### src/rtl/alu_cmd_sequencer_if.sv
// Command channel into the ALU sequencer: one command per valid/ready handshake.
// master = command producer, slave = sequencer.
interface alu_cmd_sequencer_if #(
    parameter int ADDR_W = 5,
    parameter int OP_W   = 3,
    parameter int CNT_W  = 4
);
    logic              cmd_valid;
    logic              cmd_ready;
    logic [OP_W-1:0]   cmd_op;
    logic [ADDR_W-1:0] cmd_a;
    logic [ADDR_W-1:0] cmd_b;
    logic [ADDR_W-1:0] cmd_dst;
    logic [CNT_W-1:0]  cmd_cnt;
    logic              cmd_nowb;

    modport master (
        output cmd_valid, cmd_op, cmd_a, cmd_b, cmd_dst, cmd_cnt, cmd_nowb,
        input  cmd_ready
    );

    modport slave (
        input  cmd_valid, cmd_op, cmd_a, cmd_b, cmd_dst, cmd_cnt, cmd_nowb,
        output cmd_ready
    );
endinterface

### src/rtl/alu_cmd_sequencer.sv
// Multi-cycle controller sequencing a 32x32 register file and 8-op ALU:
// each command runs cnt+1 ISSUE/WRITE iterations, then pulses done with collected flags.
module alu_cmd_sequencer #(
    parameter int ADDR_W = 5,
    parameter int OP_W   = 3,
    parameter int CNT_W  = 4
) (
    input  logic                  clk,
    input  logic                  Reset,
    alu_cmd_sequencer_if.slave    cmd,
    output logic [ADDR_W-1:0]     R_Addr_A,
    output logic [ADDR_W-1:0]     R_Addr_B,
    output logic [ADDR_W-1:0]     W_Addr,
    output logic                  Write_Reg,
    output logic [OP_W-1:0]       ALU_OP,
    input  logic                  OF,
    input  logic                  ZF,
    output logic                  busy,
    output logic                  done,
    output logic                  of_sticky,
    output logic                  zf_last
);

    typedef enum logic [1:0] {
        IDLE  = 2'd0,
        ISSUE = 2'd1,
        WRITE = 2'd2,
        DONE  = 2'd3
    } state_e;

    state_e              state_q, state_d;
    logic [ADDR_W-1:0]   a_q, a_d;
    logic [ADDR_W-1:0]   b_q, b_d;
    logic [ADDR_W-1:0]   dst_q, dst_d;
    logic [OP_W-1:0]     op_q, op_d;
    logic                nowb_q, nowb_d;
    logic [CNT_W-1:0]    iter_q, iter_d;
    logic                of_q, of_d;
    logic                zf_q, zf_d;
    logic                ready;

    always_ff @(posedge clk) begin
        if (Reset) begin
            state_q <= IDLE;
            a_q     <= '0;
            b_q     <= '0;
            dst_q   <= '0;
            op_q    <= '0;
            nowb_q  <= 1'b0;
            iter_q  <= '0;
            of_q    <= 1'b0;
            zf_q    <= 1'b0;
        end else begin
            state_q <= state_d;
            a_q     <= a_d;
            b_q     <= b_d;
            dst_q   <= dst_d;
            op_q    <= op_d;
            nowb_q  <= nowb_d;
            iter_q  <= iter_d;
            of_q    <= of_d;
            zf_q    <= zf_d;
        end
    end

    always_comb begin
        state_d   = state_q;
        a_d       = a_q;
        b_d       = b_q;
        dst_d     = dst_q;
        op_d      = op_q;
        nowb_d    = nowb_q;
        iter_d    = iter_q;
        of_d      = of_q;
        zf_d      = zf_q;
        Write_Reg = 1'b0;
        done      = 1'b0;
        ready     = (state_q == IDLE) && !Reset;

        case (state_q)
            IDLE: begin
                if (cmd.cmd_valid && ready) begin
                    a_d     = cmd.cmd_a;
                    b_d     = cmd.cmd_b;
                    dst_d   = cmd.cmd_dst;
                    op_d    = cmd.cmd_op;
                    nowb_d  = cmd.cmd_nowb;
                    iter_d  = cmd.cmd_cnt;
                    of_d    = 1'b0;
                    zf_d    = 1'b0;
                    state_d = ISSUE;
                end
            end
            ISSUE: state_d = WRITE;
            WRITE: begin
                // The register file captures F on the edge that ends this cycle.
                Write_Reg = !nowb_q;
                of_d      = of_q | OF;
                zf_d      = ZF;
                if (iter_q != '0) begin
                    iter_d  = iter_q - 1'b1;
                    state_d = ISSUE;
                end else begin
                    state_d = DONE;
                end
            end
            DONE: begin
                done    = 1'b1;
                state_d = IDLE;
            end
            default: state_d = IDLE;
        endcase
    end

    // Addresses and op come straight from the latched command, so they hold between commands.
    assign cmd.cmd_ready = ready;
    assign R_Addr_A      = a_q;
    assign R_Addr_B      = b_q;
    assign W_Addr        = dst_q;
    assign ALU_OP        = op_q;
    assign busy          = (state_q != IDLE);
    assign of_sticky     = of_q;
    assign zf_last       = zf_q;

endmodule

### src/flat_wrapper.sv
// flat-port wrapper written by rule: the top's interface ports become plain ports
module alu_cmd_sequencer_flat 
#(
    parameter int ADDR_W = 5,
    parameter int OP_W   = 3,
    parameter int CNT_W  = 4
)
  (clk, Reset, R_Addr_A, R_Addr_B, W_Addr, Write_Reg, ALU_OP, OF, ZF, busy, done, of_sticky, zf_last, cmd_cmd_valid, cmd_cmd_op, cmd_cmd_a, cmd_cmd_b, cmd_cmd_dst, cmd_cmd_cnt, cmd_cmd_nowb, cmd_cmd_ready);
  alu_cmd_sequencer_if #(.ADDR_W(ADDR_W), .OP_W(OP_W), .CNT_W(CNT_W)) cmd_i ();
  input  logic clk;
  input  logic Reset;
  output logic [ADDR_W-1:0] R_Addr_A;
  output logic [ADDR_W-1:0] R_Addr_B;
  output logic [ADDR_W-1:0] W_Addr;
  output logic Write_Reg;
  output logic [OP_W-1:0] ALU_OP;
  input  logic OF;
  input  logic ZF;
  output logic busy;
  output logic done;
  output logic of_sticky;
  output logic zf_last;
  input wire logic [$bits(cmd_i.cmd_valid)-1:0] cmd_cmd_valid;
  input wire logic [$bits(cmd_i.cmd_op)-1:0] cmd_cmd_op;
  input wire logic [$bits(cmd_i.cmd_a)-1:0] cmd_cmd_a;
  input wire logic [$bits(cmd_i.cmd_b)-1:0] cmd_cmd_b;
  input wire logic [$bits(cmd_i.cmd_dst)-1:0] cmd_cmd_dst;
  input wire logic [$bits(cmd_i.cmd_cnt)-1:0] cmd_cmd_cnt;
  input wire logic [$bits(cmd_i.cmd_nowb)-1:0] cmd_cmd_nowb;
  output wire logic [$bits(cmd_i.cmd_ready)-1:0] cmd_cmd_ready;
  assign cmd_i.cmd_valid = cmd_cmd_valid;
  assign cmd_i.cmd_op = cmd_cmd_op;
  assign cmd_i.cmd_a = cmd_cmd_a;
  assign cmd_i.cmd_b = cmd_cmd_b;
  assign cmd_i.cmd_dst = cmd_cmd_dst;
  assign cmd_i.cmd_cnt = cmd_cmd_cnt;
  assign cmd_i.cmd_nowb = cmd_cmd_nowb;
  assign cmd_cmd_ready = cmd_i.cmd_ready;
  alu_cmd_sequencer #(.ADDR_W(ADDR_W), .OP_W(OP_W), .CNT_W(CNT_W)) u_core (.clk(clk), .Reset(Reset), .cmd(cmd_i), .R_Addr_A(R_Addr_A), .R_Addr_B(R_Addr_B), .W_Addr(W_Addr), .Write_Reg(Write_Reg), .ALU_OP(ALU_OP), .OF(OF), .ZF(ZF), .busy(busy), .done(done), .of_sticky(of_sticky), .zf_last(zf_last));
endmodule
### config.mk
export PLATFORM = sky130hd
export DESIGN_NAME = alu_cmd_sequencer_flat
export DESIGN_NICKNAME = d
export VERILOG_FILES = /design/src/rtl/alu_cmd_sequencer_if.sv /design/src/rtl/alu_cmd_sequencer.sv /design/src/flat_wrapper.sv
export SDC_FILE = /design/constraint.sdc
export NUM_CORES = 1
export LEC_CHECK = 0
export BUFFER_PORTS_ARGS = -buffer_cell sky130_fd_sc_hd__buf_2
export CORE_ASPECT_RATIO = 1.2
export CORE_MARGIN = 1
export CORE_UTILIZATION = 49
export CTS_BUF_LIST = sky130_fd_sc_hd__clkbuf_16
export DETAILED_ROUTE_END_ITERATION = 7
export PLACE_DENSITY_LB_ADDON = 0.2
export SLEW_MARGIN = 10
export SYNTH_ARGS = -nofsm -noshare
export SYNTH_HDL_FRONTEND = slang
export SYNTH_SLANG_ARGS = --single-unit
### constraint.sdc
create_clock -name clk -period 2.5 [get_ports clk]
set_input_delay 0.125 -clock clk [delete_from_list [all_inputs] [get_ports clk]]
set_output_delay 0.125 -clock clk [all_outputs]
set_load 0.02 [all_outputs]
==> results.sh <==
export IMPL_postCtsSetupBuffers=0
export IMPL_max_freq_mhz=594.9
export IMPL_design_area_um2=1491
export IMPL_grt_busiest_layer="met2"
export IMPL_crit_fanout=40
export IMPL_worstHoldPathType="primary input to flip-flop"
export IMPL_run_status="completed"
export IMPL_combPwrFrac=0.177
export IMPL_globalRouteMet3Util=0.04870
export IMPL_netlist_instances=135
export IMPL_htreeDepth=1
export IMPL_post_route_min_period_ns=1.681
export IMPL_drtAntennaViolNets=0
export IMPL_switching_share=0.2650
export IMPL_cts_tree="yes"
export IMPL_place_area_um2=1409
export IMPL_crit_chain="or2_4 -> nor2b_4 -> nand3b_1 -> a21oi_1"
export IMPL_synth_edf_count=0
export IMPL_yosysUniqueCellTypes=31
export IMPL_final_common_cell="buf_2"
export IMPL_start_kind="flip-flop"
export IMPL_drt_iter0_drc=23
export IMPL_grtUsageMet1=0.2526
export IMPL_dr_pass1_iters=4
export IMPL_crit_arrival_ns=1.81
export IMPL_p_sw_mw=0.2732
export IMPL_avgViaCountPerCell=4.967
export IMPL_finalWirelength_um=2277
export IMPL_final_hold_viol_count=0
export IMPL_clock_sinks=27
export IMPL_grt_pass1_wl_um=3712
export IMPL_grt_max_degree=41
export IMPL_setup_tns_ns=0
export IMPL_io_buffers=51
export IMPL_dr_total_vias=1053
export IMPL_clk_pin_slew_ns=0.06
export IMPL_peakVddDrop_mv=0.4643
export IMPL_final_max_slew_violation_count=0
export IMPL_drc=0
export IMPL_min_period_over_period=0.6724
export IMPL_die_y_um=55.70
export IMPL_cp_data_required_time_ns=2.63
export IMPL_async_flop_share=0
export IMPL_fp_coreArea_um2=2282
export IMPL_clockBufferDepth=2
export IMPL_synth_top_area_share=0.4591
export IMPL_cts_buffers=3
export IMPL_grt_use_total=0.1905
export IMPL_rsz0062_at_grt="no"
export IMPL_drv_cap=0
export IMPL_overflow=0
export IMPL_n_fill_cell=216
export IMPL_synth_ff_type="dfxtp_1"
export IMPL_synth_top_cells_by_area="dfxtp_1 46%, nand2b_1 11%, o21ai_0 8.5%, nand2_1 6.7%, buf_6 2.9%"
export IMPL_antenna_found_initial=0
export IMPL_initial_core_util=0.5159
export IMPL_relSlewSlack=0.5396
export IMPL_leakage_nw=0.6577
export IMPL_die_area_um2=2603
export IMPL_synth_nets=164
export IMPL_layout_nets=211
export IMPL_cell_internal_pwr_mw=0.7576
export IMPL_clk_latency_ns=0.26
export IMPL_synth_area_um2=1177
export IMPL_chipWidth_um=46.75
export IMPL_use_met2=0.2956
export IMPL_gp_congestion=0.7392
export IMPL_dp_cells=208
export IMPL_ctsRootBufferMaster="clkbuf_16"
export IMPL_wl_per_cell_um=10.74
export IMPL_most_common_layout_cells="51 x buf_2, 27 x dfxtp_1, 21 x nand2b_1, 21 x nand2_1, 20 x o21ai_0"
export IMPL_layout_drive_gt1_share=0.3370
export IMPL_yosys_warnings=0
export IMPL_dpl_hpwl_um=1606
export IMPL_num_io_pins=52
export IMPL_slowest_stage="nor2b_4"
export IMPL_synth_top_area_cell="dfxtp_1"
export IMPL_crit_type="flip-flop to flip-flop"
export IMPL_syn_mean_instance_area_um2=8.721
export IMPL_reg2reg_slack_ns=0.82
export IMPL_cts_resized=0
export IMPL_setup_viol=0
export IMPL_grt_pass1_vias=927
export IMPL_pwr_share_clk=0.350
export IMPL_slowest_delay_ns=0.56
export IMPL_cts_hold_buf=0
export IMPL_p_per_area_nw_per_um2=691.2
export IMPL_stdcell_count=212
export IMPL_antenna_cells_inserted=0
export IMPL_seq_area_frac_synth=0.4591
export IMPL_clock_skew_ns=0.001606
export IMPL_tightest_slew_ns=0.6891
export IMPL_num_rows=19
export IMPL_yosys_register_bits=27
export IMPL_p_seq_frac=0.473
export IMPL_area_delta_synth_final_pct=26.67
export IMPL_endpoint_kind="flip-flop"
-- power by group through the flow --
| stage | Sequential, mW | Clock (mW) | Combinational [mW] |
|---|---|---|---|
| after floorplan | 0.523 | 0 | 0.101 |
| after global placement | 0.495 | 0 | 0.180 |
| after detailed placement | 0.496 | 0 | 0.184 |
| after CTS | 0.487 | 0.370 | 0.184 |
| after global routing | 0.492 | 0.391 | 0.201 |
| final | 0.487 | 0.361 | 0.182 |
-- state kept, by name, summed over array words and instances, names as in the netlist, 2 cells and up --
name	cells
u_core.ALU_OP	3
u_core.R_Addr_A	5
u_core.R_Addr_B	5
u_core.W_Addr	5
u_core.iter_q	4
u_core.state_q	2
-- synth_stat cells, types with 2 or more instances --
master,instances
dfxtp_1,27
nand2_1,21
nand2b_1,21
o21ai_0,20
a21oi_1,6
nor2_1,5
buf_6,3
clkbuf_1,3
inv_1,3
nor2b_1,3
a211oi_1,2
nand3b_1,2
-- layout make-up --
type                            count  area [um2]  area share
Clock inverter                      1       7.507    0.005034
Timing Repair Buffer               51       255.2      0.1711
Multi-Input combinational cell     96       563.0      0.3775
Tap cell                           31       38.79     0.02601
Inverter                            3       11.26    0.007550
Sequential cell                    27       540.5      0.3624
Clock buffer                        3       75.07     0.05034
-- worst max-delay path: cells and delay by family (launching register included) --
kind / cells / cell delay, ns
flip-flops: 1 / 0.41
AND/OR/NAND/NOR: 3 / 1.07
AO/OA/AOI/OAI: 1 / 0.07
-- cell families after synthesis --
logic type                 Yosys count  share of synthesized area
buffers and inverters               12                    0.06269
AOI/OAI and AO/OA                   34                     0.1722
DFF                                 27                     0.4591
adders and majority gates            1                    0.01063
and+or+nand+nor                     61                     0.2954
-- final timing paths --
check | startpoint | endpoint | depth (start not counted)
setup / recovery | u_core.state_q[1] | u_core.zf_last | 4
hold / removal | cmd_cmd_op[0] | u_core.ALU_OP[0] | 3
setup reg to reg | u_core.state_q[1] | u_core.zf_last | 4
hold reg to reg | u_core.ALU_OP[2] | u_core.ALU_OP[2] | 2
-- per-layer routing --
metal,part of all wire,vias to the layer above
met2,0.48,38
li1,-,542
met3,0.062,2
met5,0,-
met1,0.45,471
met4,0.0061,0
-- through the flow --
stage / setup slack (ns) / power, mW / utilization / hold slack (ns)
floorplan: 1.221 / 0.6241 / - / 0.2336
CTS: 0.8187 / 1.042 / 0.6535 / 0.05557
finish: 0.8191 / 1.031 / 0.6535 / 0.05923
detailed placement: 0.7835 / 0.6793 / 0.6173 / 0.3252
global route: 0.6593 / 1.084 / 0.6535 / 0.05482
global placement: 0.8528 / 0.6748 / 0.6173 / 0.3189
(Power assumes the default switching activity.)
